$ cat config.mk
export PLATFORM = sky130hd
export DESIGN_NAME = dpa_fb_copy_engine
export DESIGN_NICKNAME = d
export VERILOG_FILES = /design/src/rtl/dpa_pkg.sv /design/src/rtl/dpa_copy_addr_gen.sv /design/src/rtl/dpa_fb_copy_engine.sv
export SDC_FILE = /design/constraint.sdc
export NUM_CORES = 1
export LEC_CHECK = 0
export CORE_MARGIN = 5
export CORE_UTILIZATION = 40
export CTS_CLUSTER_SIZE = 40
export DETAILED_ROUTE_END_ITERATION = 12
export GPL_ROUTABILITY_DRIVEN = 0
export PLACE_DENSITY_LB_ADDON = 0.15
export SYNTH_ARGS = -nofsm -noshare
export SYNTH_HDL_FRONTEND = slang
export SYNTH_SLANG_ARGS = --single-unit
export TNS_END_PERCENT = 100
$ cat constraint.sdc
create_clock -name clk -period 5 [get_ports clk]
set_clock_uncertainty 0.15 [all_clocks]
set_input_delay 1 -clock clk [delete_from_list [all_inputs] [get_ports clk]]
set_output_delay 1 -clock clk [all_outputs]
set_load 0.01 [all_outputs]
$ cat src/rtl/dpa_pkg.sv
// Shared definitions for the digital photo album copy datapath.
// Holds the copy-engine state encoding, default widths and the
// active-low write-enable levels used on the image memory port.
package dpa_pkg;

  localparam int AW_DEF          = 20;
  localparam int DW_DEF          = 24;
  localparam int FB_DIM_LOG2_DEF = 7;
  localparam int MAX_PHASES_DEF  = 4;

  typedef enum logic [1:0] {
    IDLE    = 2'd0,
    RD      = 2'd1,
    WR      = 2'd2,
    PH_WAIT = 2'd3
  } state_e;

  localparam logic WEN_WRITE = 1'b0;
  localparam logic WEN_READ  = 1'b1;

endpackage

$ cat src/rtl/dpa_copy_addr_gen.sv
// Phase/row/column walker and address generator for the copy engine.
// Ports:
//   clk, reset        clock, async active-high reset
//   load              latch copy configuration and restart at p=0,r=0,c=0
//   src_base, fb_base source / frame-buffer base addresses (sampled on load)
//   src_dbl           source is 2x size, take even rows/cols (sampled on load)
//   num_phases        requested phase count, clamped to 1..MAX_PHASES on load
//   step              advance to the next pixel of the current phase
//   next_phase        move to the first pixel of the next phase
//   src_addr/dst_addr addresses of the current pixel
//   last_of_phase     current pixel is the last one of its phase
//   last_phase        current phase is the final phase
module dpa_copy_addr_gen
  import dpa_pkg::*;
#(
  parameter int AW          = AW_DEF,
  parameter int FB_DIM_LOG2 = FB_DIM_LOG2_DEF,
  parameter int MAX_PHASES  = MAX_PHASES_DEF
) (
  input  logic                         clk,
  input  logic                         reset,
  input  logic                         load,
  input  logic [AW-1:0]                src_base,
  input  logic [AW-1:0]                fb_base,
  input  logic                         src_dbl,
  input  logic [$clog2(MAX_PHASES):0]  num_phases,
  input  logic                         step,
  input  logic                         next_phase,
  output logic [AW-1:0]                src_addr,
  output logic [AW-1:0]                dst_addr,
  output logic                         last_of_phase,
  output logic                         last_phase
);

  localparam int PW = $clog2(MAX_PHASES) + 1;
  localparam int SW = FB_DIM_LOG2 + PW;
  localparam int D  = 1 << FB_DIM_LOG2;

  logic [AW-1:0]          src_base_q, fb_base_q;
  logic                   dbl_q;
  logic [PW-1:0]          n_q, p_q, n_eff, p_inc;
  logic [FB_DIM_LOG2-1:0] row_q, col_q;
  logic [SW-1:0]          row_sum;
  logic [AW-1:0]          off_nat, off_dbl;

  always_comb begin
    n_eff = num_phases;
    if (num_phases == '0)
      n_eff = PW'(1);
    else if (num_phases > PW'(MAX_PHASES))
      n_eff = PW'(MAX_PHASES);
  end

  assign p_inc   = p_q + 1'b1;
  // rows of a phase are p, p+N, p+2N...; the sum is kept wide so the
  // end-of-phase test sees the overflow past the last row
  assign row_sum = SW'(row_q) + SW'(n_q);

  assign last_of_phase = (&col_q) && (row_sum >= SW'(D));
  assign last_phase    = (p_inc == n_q);

  // r*D + c is a plain concatenation; the decimated source skips every
  // other column and every other row of a 2D-wide image: (2r)(2D) + 2c
  assign off_nat  = AW'({row_q, col_q});
  assign off_dbl  = AW'({row_q, 1'b0, col_q, 1'b0});
  assign src_addr = src_base_q + (dbl_q ? off_dbl : off_nat);
  assign dst_addr = fb_base_q + off_nat;

  always_ff @(posedge clk or posedge reset) begin
    if (reset) begin
      src_base_q <= '0;
      fb_base_q  <= '0;
      dbl_q      <= 1'b0;
      n_q        <= PW'(1);
      p_q        <= '0;
      row_q      <= '0;
      col_q      <= '0;
    end else if (load) begin
      src_base_q <= src_base;
      fb_base_q  <= fb_base;
      dbl_q      <= src_dbl;
      n_q        <= n_eff;
      p_q        <= '0;
      row_q      <= '0;
      col_q      <= '0;
    end else if (next_phase) begin
      p_q   <= p_inc;
      row_q <= FB_DIM_LOG2'(p_inc);
      col_q <= '0;
    end else if (step) begin
      if (&col_q) begin
        col_q <= '0;
        row_q <= FB_DIM_LOG2'(row_sum);
      end else begin
        col_q <= col_q + 1'b1;
      end
    end
  end

endmodule

$ cat src/rtl/dpa_fb_copy_engine.sv
// Photo-to-frame-buffer copy engine. Copies one FB_DIM x FB_DIM picture
// (optionally 2:1 decimated from a 2*FB_DIM source) over a shared
// single-port image memory, as a multi-phase interleaved row transition.
// Ports:
//   clk, reset           clock, async active-high reset
//   start, abort         launch (ignored while busy) / synchronous cancel
//   src_base, src_dbl,
//   fb_base, num_phases  copy configuration, sampled at start
//   phase_go             releases the next phase (sticky while busy)
//   mem_gnt              engine owns the memory this cycle
//   mem_a, mem_d,
//   mem_wen, mem_q       memory port, mem_wen active low, mem_q one cycle late
//   busy, phase_done,
//   done                 status and completion pulses
module dpa_fb_copy_engine
  import dpa_pkg::*;
#(
  parameter int AW          = AW_DEF,
  parameter int DW          = DW_DEF,
  parameter int FB_DIM_LOG2 = FB_DIM_LOG2_DEF,
  parameter int MAX_PHASES  = MAX_PHASES_DEF
) (
  input  logic                         clk,
  input  logic                         reset,
  input  logic                         start,
  input  logic                         abort,
  input  logic [AW-1:0]                src_base,
  input  logic                         src_dbl,
  input  logic [AW-1:0]                fb_base,
  input  logic [$clog2(MAX_PHASES):0]  num_phases,
  input  logic                         phase_go,
  input  logic                         mem_gnt,
  output logic [AW-1:0]                mem_a,
  output logic [DW-1:0]                mem_d,
  output logic                         mem_wen,
  input  logic [DW-1:0]                mem_q,
  output logic                         busy,
  output logic                         phase_done,
  output logic                         done
);

  localparam logic [1:0] ST_IDLE    = IDLE;
  localparam logic [1:0] ST_RD      = RD;
  localparam logic [1:0] ST_WR      = WR;
  localparam logic [1:0] ST_PH_WAIT = PH_WAIT;

  logic [1:0]    state;
  logic          go_pend, wr_first;
  logic [DW-1:0] pix_hold;
  logic [AW-1:0] src_addr, dst_addr;
  logic          last_of_phase, last_phase;
  logic          load, step, next_phase;

  assign load       = (state == ST_IDLE) && start && !abort;
  assign step       = (state == ST_WR) && mem_gnt;
  assign next_phase = (state == ST_PH_WAIT) && go_pend && !abort;
  assign busy       = (state != ST_IDLE);

  dpa_copy_addr_gen #(
    .AW          (AW),
    .FB_DIM_LOG2 (FB_DIM_LOG2),
    .MAX_PHASES  (MAX_PHASES)
  ) u_addr_gen (
    .clk           (clk),
    .reset         (reset),
    .load          (load),
    .src_base      (src_base),
    .fb_base       (fb_base),
    .src_dbl       (src_dbl),
    .num_phases    (num_phases),
    .step          (step),
    .next_phase    (next_phase),
    .src_addr      (src_addr),
    .dst_addr      (dst_addr),
    .last_of_phase (last_of_phase),
    .last_phase    (last_phase)
  );

  // mem_q is only valid in the first WR cycle; a grant stall replays the
  // held copy so the written pixel never picks up unrelated read data
  always_comb begin
    mem_a   = '0;
    mem_d   = '0;
    mem_wen = WEN_READ;
    case (state)
      ST_RD: mem_a = src_addr;
      ST_WR: begin
        mem_a = dst_addr;
        mem_d = wr_first ? mem_q : pix_hold;
        if (mem_gnt)
          mem_wen = WEN_WRITE;
      end
      default: ;
    endcase
  end

  always_ff @(posedge clk or posedge reset) begin
    if (reset) begin
      state      <= ST_IDLE;
      go_pend    <= 1'b0;
      wr_first   <= 1'b0;
      pix_hold   <= '0;
      phase_done <= 1'b0;
      done       <= 1'b0;
    end else begin
      phase_done <= 1'b0;
      done       <= 1'b0;
      if (abort) begin
        state    <= ST_IDLE;
        wr_first <= 1'b0;
      end else begin
        case (state)
          ST_IDLE: begin
            if (start) begin
              state   <= ST_RD;
              go_pend <= 1'b0;
            end
          end
          ST_RD: begin
            if (mem_gnt) begin
              state    <= ST_WR;
              wr_first <= 1'b1;
            end
          end
          ST_WR: begin
            wr_first <= 1'b0;
            if (wr_first)
              pix_hold <= mem_q;
            if (mem_gnt) begin
              if (last_of_phase) begin
                phase_done <= 1'b1;
                if (last_phase) begin
                  done  <= 1'b1;
                  state <= ST_IDLE;
                end else begin
                  state <= ST_PH_WAIT;
                end
              end else begin
                state <= ST_RD;
              end
            end
          end
          default: begin
            if (go_pend) begin
              go_pend <= 1'b0;
              state   <= ST_RD;
            end
          end
        endcase
      end
      // a go that lands mid-phase stays pending until the phase ends
      if (phase_go && state != ST_IDLE)
        go_pend <= 1'b1;
    end
  end

endmodule

# After elaboration in Yosys (flattened, before gate mapping)
# Index checks and enable logic that the tools add are counted.
classes:
  add_sub_neg: 5
  order_cmp: 2
  eq_ne: 10
  mux: 42
  n_bitwise: 1
  n_reduce_logical: 23
ops:
  columns: ["cell", "count"]
  rows:
  - ["two-way mux 7 bit", 8]
  - ["two-way mux 24 bit", 2]
  - ["one-hot mux 20 bit (2 select lines)", 1]
  - ["adder 20 x 14 -> 20 bit", 1]
  - ["adder 20 bit", 1]
  - ["two-way mux 1 bit", 16]
  - ["two-way mux 16 bit", 1]
  - ["two-way mux 2 bit", 7]
  - ["two-way mux 3 bit", 4]
  - [">= comparator 10 x 8 -> 1 bit, second input constant", 1]
  - ["!= test 3 bit, second input constant", 3]
  - ["nonzero test 3 bit", 3]
  - ["adder 7 x 3 -> 8 bit", 1]
  - ["adder 7 x 1 -> 7 bit, second input constant", 1]
  - ["logical AND 1 bit", 7]
  - ["AND reduction 7 bit", 1]
  - ["one-hot mux 2 bit (3 select lines)", 1]
  - ["AND reduction 2 bit", 3]
  - ["nonzero test 5 bit", 1]
  - ["equality test 2 bit, second input constant", 2]
  - ["!= test 2 x 1 -> 1 bit, second input constant", 2]
  - ["one-hot mux 1 bit (2 select lines)", 2]
  - ["AND reduction 4 bit", 1]
  - ["nonzero test 2 bit", 2]
  - ["11 further kinds", 11]
word_totals:
  ff_bits: 91
  inputBits: 74
  output_inout_bits: 48

# Longest topological paths before layout
# Gate-level depths: netlist of run 1.
depth:
  depth_word: 7
  mapped_depth: 13
  mapped_depth_nobuf: 11

# Modules after synthesis
# From an unflattened synthesis of run 1, not the netlist that was laid out.
unflattened:
  cells_unflattened: 633
  area_unflattened_um2: 6518.8
modules_own_cells:
  columns: ["module", "instances", "cells_each", "area_per_inst_um2", "seq_area_each_um2"]
  rows:
  - ["dpa_copy_addr_gen", 1, 436, 4364.2, 1527.7]
  - ["dpa_fb_copy_engine", 1, 197, 2154.6, 750.7]

# Least setup slack after synthesis of run 1
# Ideal clock, no wire load.
synth_timing:
  kind: "flip-flop to output port"
  start: "register u_addr_gen.dbl_q"
  end: "output port mem_a[14]"
  t_arrival_ns: 2.734
  required_ns: 3.850
  slack_ns: 1.116
  stages_incl_launch_ff: 13
  path_buffers: 2
  cell_sequence: "dfrtp_1 > clkbuf_1 > clkbuf_1 > nand2_1 > o21a_1 > fa_1 > nand2b_1 > a21oi_1 > nor2_1 > o31ai_1 > a21oi_1 > xnor2_1 > o22ai_1"
synth_via:
  elab_chain_len: 3
synth_rtl:
  columns: ["element", "line", "rtl"]
  rows:
  - ["start, declared", "dpa_copy_addr_gen.sv:40", "logic dbl_q;"]
  - ["start signal, assigned", "dpa_copy_addr_gen.sv:81", "dbl_q <= src_dbl;"]
  - ["two-way mux 16 bit", "dpa_copy_addr_gen.sv:66", "assign src_addr = src_base_q + (dbl_q ? off_dbl : off_nat);"]
  - ["adder 20 bit", "dpa_copy_addr_gen.sv:66", null]
  - ["one-hot mux 20 bit (2 select lines)", "dpa_fb_copy_engine.sv:85", "case (state)"]
  - ["end, declared", "dpa_fb_copy_engine.sv:33", "output logic [AW-1:0] mem_a,"]
# Every way passes these cells.

# Worst setup path in the final report of run 1
layout_timing:
  start: "register u_addr_gen.dbl_q"
  end: "output port mem_a[17]"
# The elaborated chain is that of the path after synthesis.

==> results of run 1 <==
-- critical path: stages, from the launching register on --
cell             delay, ns
dfrtp_2               0.60
mux2_2                0.38
ha_1                  0.36
and3_1                0.22
nand4_1               0.12
a21oi_2               0.14
nor2_2                0.10
or4_1                 0.46
a31o_1                0.23
o21ai_1               0.08
clkdlybuf4s50_1       0.55
-- kinds of logic after synthesis --
kind of cell / share of synthesized area [%]
compound gates: 14.0
buf+inv: 2.87
xor+xnor: 6.04
fa+ha+maj: 8.78
flops: 36.5
simple gates: 21.1
mux: 10.6
-- layer usage --
layer  routed length [um]  global-route usage [%]
met1                 7390                    24.2
met2                 8530                    33.1
met3                  968                    5.18
met4                  231                    4.98
met5                    0                       0
-- power by group --
part	switching (W)	internal, W	total, W
logic	0.000600	0.000508	0.00111
registers	0.000184	0.000901	0.00108
clock network	0.000310	0.000370	0.000680
-- flip-flops by register name (all words and copies together), names as in the netlist --
signal,cells
phase_done,1
u_addr_gen.p_q,3
u_addr_gen.n_q,3
state,2
go_pend,1
u_addr_gen.src_base_q,20
u_addr_gen.dbl_q,1
done,1
pix_hold,24
u_addr_gen.fb_base_q,20
u_addr_gen.row_q,7
u_addr_gen.col_q,7
wr_first,1
-- cell type report --
cell class	count	area [sq um]	share of cell area [%]
Tap cell	211	264	3.31
Multi-Input combinational cell	576	3790	47.6
Clock buffer	11	253	3.17
Clock inverter	5	43.8	0.549
Sequential cell	91	2280	28.6
Inverter	18	68.8	0.863
Timing Repair Buffer	129	1270	15.9
-- through the flow --
stage               power, W  utilization (%)
floorplan            0.00183                -
global placement     0.00216             50.3
detailed placement   0.00220             50.3
CTS                  0.00290             52.2
global route         0.00307             52.3
finish               0.00287             52.3
-- synth_stat cells, types with 13 or more instances --
master	number	area share, %
a21oi_1	33	2.6
mux2_2	35	6.3
nor2b_1	13	1.3
mux2i_1	27	4.3
clkbuf_1	24	1.4
nor2_1	58	3.5
ha_1	39	7.8
xor2_1	25	3.5
dfrtp_1	90	36
o21ai_0	17	1.4
xnor2_1	18	2.5
inv_1	17	1.0
nand2_1	160	9.6
-- worst paths after layout --
path / start / to / slack [ns]
setup reg to reg: state[0]$_DFFE_PP0P_ / pix_hold[2]$_DFFE_PP0P_ / 2.16
hold reg to reg: u_addr_gen.src_base_q[15]$_DFFE_PP0P_ / u_addr_gen.src_base_q[15]$_DFFE_PP0P_ / 0.34
hold / removal: u_addr_gen.src_base_q[15]$_DFFE_PP0P_ / u_addr_gen.src_base_q[15]$_DFFE_PP0P_ / 0.34
min in group asynchronous: reset / pix_hold[14]$_DFFE_PP0P_ / 0.83
setup / recovery: u_addr_gen.dbl_q$_DFFE_PP0P_ / mem_a[17] / 0.24
max in group asynchronous: reset / u_addr_gen.n_q[0]$_DFFE_PP1P_ / 2.99
-- timing repair --
action	CTS	global route
buffers inserted	0	0
setup endpoints to repair	1	3
pin swaps	0	0
cloned	0	0
resized for setup	1	1
==> key figures, run 1 <==
STA
  – Max Clk Rate: 210 MHz
  – Final worst setup slack: 0.238 ns
  – Final setup violation count: 0
  – Slew headroom: 20.7%
  – RSZ-0062 raised after global routing: no
  – Final hold slack: 0.344 ns
  – Min Tclk post-route: 4.76 ns
  – Max-slew violations: 0
  – Final Hold Fails: 0
  – Measured slew at the worst slew-check pin: 1.19 ns
  – Setup TNS: 0 ns
  – Final worst path period share: 95.2%

Drt
  – Vias per cell: 5.28
  – Antenna-violating nets left: 0
  – Drt drc: 0
  – Routed WL: 17100 um
  – DR vias: 5499
  – Avg WL per Cell: 16.4 um
  – Drt pass-1 iters: 4
  – 1st-iter DRT viols: 457

Synth
  – Register bit count reported by yosys: 91
  – Share of flip-flops with an asynchronous set or reset: 100%
  – Post-Syn Nets: 830
  – Syn avg cell area: 8.74 sq um
  – Ys flop type: dfrtp_1
  – Post-synth EDFFs: 0
  – Mapped Cells: 714
  – Ys Warns: 0
  – Register area share after synthesis: 36.5%
  – Unique masters post-synth: 61
  – Mapped cell area: 0.00624 sq mm

Finish
  – Diode count: 0
  – Highest-count cells in the layout ignoring fill and taps: 160 x nand2_1, 121 x clkdlybuf4s50_1, 89 x dfrtp_1, 57 x nor2_1, 39 x ha_1
  – FILL cells: 1454
  – Final instance area: 0.00797 sq mm
  – Commonest non-fill, non-tap cell in the layout: nand2_1
  – Layout cell share with drive strength beyond 1: 9.40%
  – Area Growth Syn to Fin: 27.8%
  – Total Nets Final: 941
  – Final Non-Filler Cells: 1041

GRT
  – GR Util All Layers: 19.4%
  – Grt ovf: 0
  – Largest net degree at the start of global routing: 49
  – First-pass GRT wire length: 28400 um
  – Vias in the first global route: 5632
  – Initial antenna violation count: 0

Worst hold path
  – Hold depth: 2
  – Class of the tightest hold or removal check: reg -> reg

Setup path
  – Setup crit start kind: flop
  – Worst setup EP type: output pin
  – Req. time, crit path: 3.85 ns
  – WP data arrival: 3.61 ns
  – Critical path type: reg -> out
  – R2r worst-path depth: 5
  – CP Max Fanout: 18

CTS
  – Skew-Pair Late Insertion Delay: 0.36 ns
  – CTS Root Buffer Type: clkbuf_16
  – Clock Tree Buf Depth: 2
  – Clock transition at path regs: 0.06 ns
  – CTS tree: done
  – Hold buffer count at CTS: 0
  – Cts bufs inserted: 9
  – Level count of the clock H-tree: 3
  – Clock sinks: 91

Run
  – Maxcap violations: 0

Pwr
  – Total leakage power: 3.61 nW
  – Worst IR drop on VDD: 179 uV
  – Power Dens Cells: 360 mW/mm^2

Placement
  – PortBufs: 121
  – Placed Cells incl. Taps: 1025
  – Post-DP Area: 0.00767 sq mm
  – Hpwl dp: 13000 um
  – Pre-CTS setup slack: 0.386 ns

Die
  – # IOs: 122
  – Die footprint: 0.0182 sq mm
  – Core area: 0.0153 sq mm
  – Initial Util: 40.9%
  – # rows: 45
  – Die height: 135 um
  – DIE WIDTH: 135 um

Run status
  – Outcome: finished clean
(Power assumes the default switching activity.)
==> run 2: changes to the inputs <==
Settings changed: CAP_MARGIN from default to 20, CTS_BUF_LIST from default to sky130_fd_sc_hd__clkbuf_4 sky130_fd_sc_hd__clkbuf_8 sky130_fd_sc_hd__clkbuf_16, SKIP_LAST_GASP from default to 1.
==> key figures, run 2 (synthesis gave the netlist of run 1 again) <==
Run status
  – Outcome: finished clean

STA
  – RSZ-0062 raised after global routing: no
  – Final setup violation count: 0
  – Final Hold Fails: 0
  – Slew headroom: 38.8%
  – Max Clk Rate: 210 MHz
  – Min Tclk post-route: 4.76 ns
  – Final hold slack: 0.342 ns
  – Measured slew at the worst slew-check pin: 0.917 ns
  – Final worst path period share: 95.2%
  – Max-slew violations: 0
  – Setup TNS: 0 ns

Drt
  – Vias per cell: 5.31
  – Drt drc: 0
  – 1st-iter DRT viols: 590
  – DR vias: 5538
  – Routed WL: 17200 um
  – Antenna-violating nets left: 0
  – Avg WL per Cell: 16.5 um
  – Drt pass-1 iters: 5

Die
  – DIE WIDTH: 135 um
  – Core area: 0.0153 sq mm
  – Die height: 135 um
  – # rows: 45
  – Die footprint: 0.0182 sq mm
  – Initial Util: 40.9%
  – # IOs: 122

Setup path
  – Crit-path slowest cell: dfrtp_2
  – WP buf/inv: 1
  – Worst path max stage delay: 0.60 ns
  – Req. time, crit path: 3.85 ns
  – Setup crit start kind: flop
  – WP data arrival: 3.61 ns
  – CP Max Fanout: 18
  – Delay-heaviest family, CP: simple AND/OR/NAND/NOR gates
  – Worst setup EP type: output pin
  – Critical path type: reg -> out
  – Critical path, cell by cell: mux2_2, ha_1, and3_1, nand4_1, a21oi_2, nor2_2, or4_1, a31o_1, o21ai_1, clkdlybuf4s50_1

Placement
  – Post-DP Area: 0.00769 sq mm
  – Hpwl dp: 13000 um
  – PortBufs: 121
  – Placed Cells incl. Taps: 1026

CTS
  – Clock Tree Buf Depth: 2
  – Hold buffer count at CTS: 0
  – Level count of the clock H-tree: 3
  – CTS tree: done
  – Cts bufs inserted: 9
  – Clock transition at path regs: 0.07 ns
  – Resized cells post-CTS: 1
  – Post-CTS setup buffers: 0
  – CTS Root Buffer Type: clkbuf_16
  – Clock sinks: 91
  – Skew-Pair Late Insertion Delay: 0.36 ns

Finish
  – Layout cell share with drive strength beyond 1: 9.62%
  – Diode count: 0
  – Final Non-Filler Cells: 1043
  – Final instance area: 0.00803 sq mm
  – Area Growth Syn to Fin: 28.7%
  – Commonest non-fill, non-tap cell in the layout: nand2_1
  – Largest Register: pix_hold
  – Fin util: 52.6%
  – Biggest regs: pix_hold x24, u_addr_gen.fb_base_q x20, u_addr_gen.src_base_q x20
  – Largest register FFs: 24
  – Total Nets Final: 943
  – Highest-count cells in the layout ignoring fill and taps: 160 x nand2_1, 121 x clkdlybuf4s50_1, 89 x dfrtp_1, 57 x nor2_1, 39 x ha_1

GRT
  – Largest net degree at the start of global routing: 49
  – Initial antenna violation count: 0
  – GR Util All Layers: 19.1%
  – Vias in the first global route: 5618
  – First-pass GRT wire length: 28100 um
  – Grt ovf: 0

Pwr
  – Clock power share: 24.6%
  – Switching share of total power: 37.4%
  – Power Internal: 0.00182 W
  – Sequential Power Share: 37.3%
  – NetSw: 0.00109 W
  – Gate power share: 38.1%
  – Worst IR drop on VDD: 184 uV
  – Power Dens Cells: 362 mW/mm^2
  – Total leakage power: 3.64 nW

Run
  – Maxcap violations: 0

Worst hold path
  – Class of the tightest hold or removal check: reg -> reg
-- run 2: worst paths after layout --
| kind | slack [ns] | to | start | depth (start not counted) |
|---|---|---|---|---|
| setup / recovery | 0.24 | mem_a[17] | u_addr_gen.dbl_q$_DFFE_PP0P_ | 10 |
| hold / removal | 0.34 | u_addr_gen.fb_base_q[3]$_DFFE_PP0P_ | u_addr_gen.fb_base_q[3]$_DFFE_PP0P_ | 2 |
| setup reg to reg | 2.45 | u_addr_gen.row_q[6]$_DFFE_PP0P_ | state[0]$_DFFE_PP0P_ | 9 |
| hold reg to reg | 0.34 | u_addr_gen.fb_base_q[3]$_DFFE_PP0P_ | u_addr_gen.fb_base_q[3]$_DFFE_PP0P_ | 2 |
| max in group asynchronous | 2.98 | u_addr_gen.n_q[0]$_DFFE_PP1P_ | reset | 3 |
| min in group asynchronous | 0.83 | u_addr_gen.src_base_q[13]$_DFFE_PP0P_ | reset | 2 |
-- run 2: worst min-delay path, delay by kind of cell (launching register included) --
family	cells	cell delay, ns
AND/OR/NAND/NOR	2	0.11
flip-flops	1	0.35
-- run 2: power by group through the flow --
stage / logic (W) / registers, W / clock network [W]
floorplan: 0.000820 / 0.00101 / 0
global placement: 0.00107 / 0.00109 / 0
detailed placement: 0.00110 / 0.00109 / 0
CTS: 0.00111 / 0.00108 / 0.000731
global route: 0.00123 / 0.00111 / 0.000760
finish: 0.00111 / 0.00108 / 0.000714
-- run 2: cell type report --
cell class / instances / area (sq um)
clock buffer: 10 / 239
clock inverter: 6 / 71.3
fill: 1423 / 7230
tap: 211 / 264
inverter: 18 / 68.8
timing repair buffer: 131 / 1310
sequential: 91 / 2280
multi-input combinational: 576 / 3790
-- run 2: metal layers --
metal	track usage [%]	wire (um)
met3	4.32	828
met4	5.83	337
met1	23.7	7500
met5	0	0
met2	33.0	8500
-- run 2: per-stage QoR --
stage	power [W]	setup WS [ns]
6_report	0.00291	0.238
5_1_grt	0.00310	0.00771
4_1_cts	0.00292	0.141
3_5_place_dp	0.00219	0.408
3_3_place_gp	0.00216	0.446
2_1_floorplan	0.00183	1.12
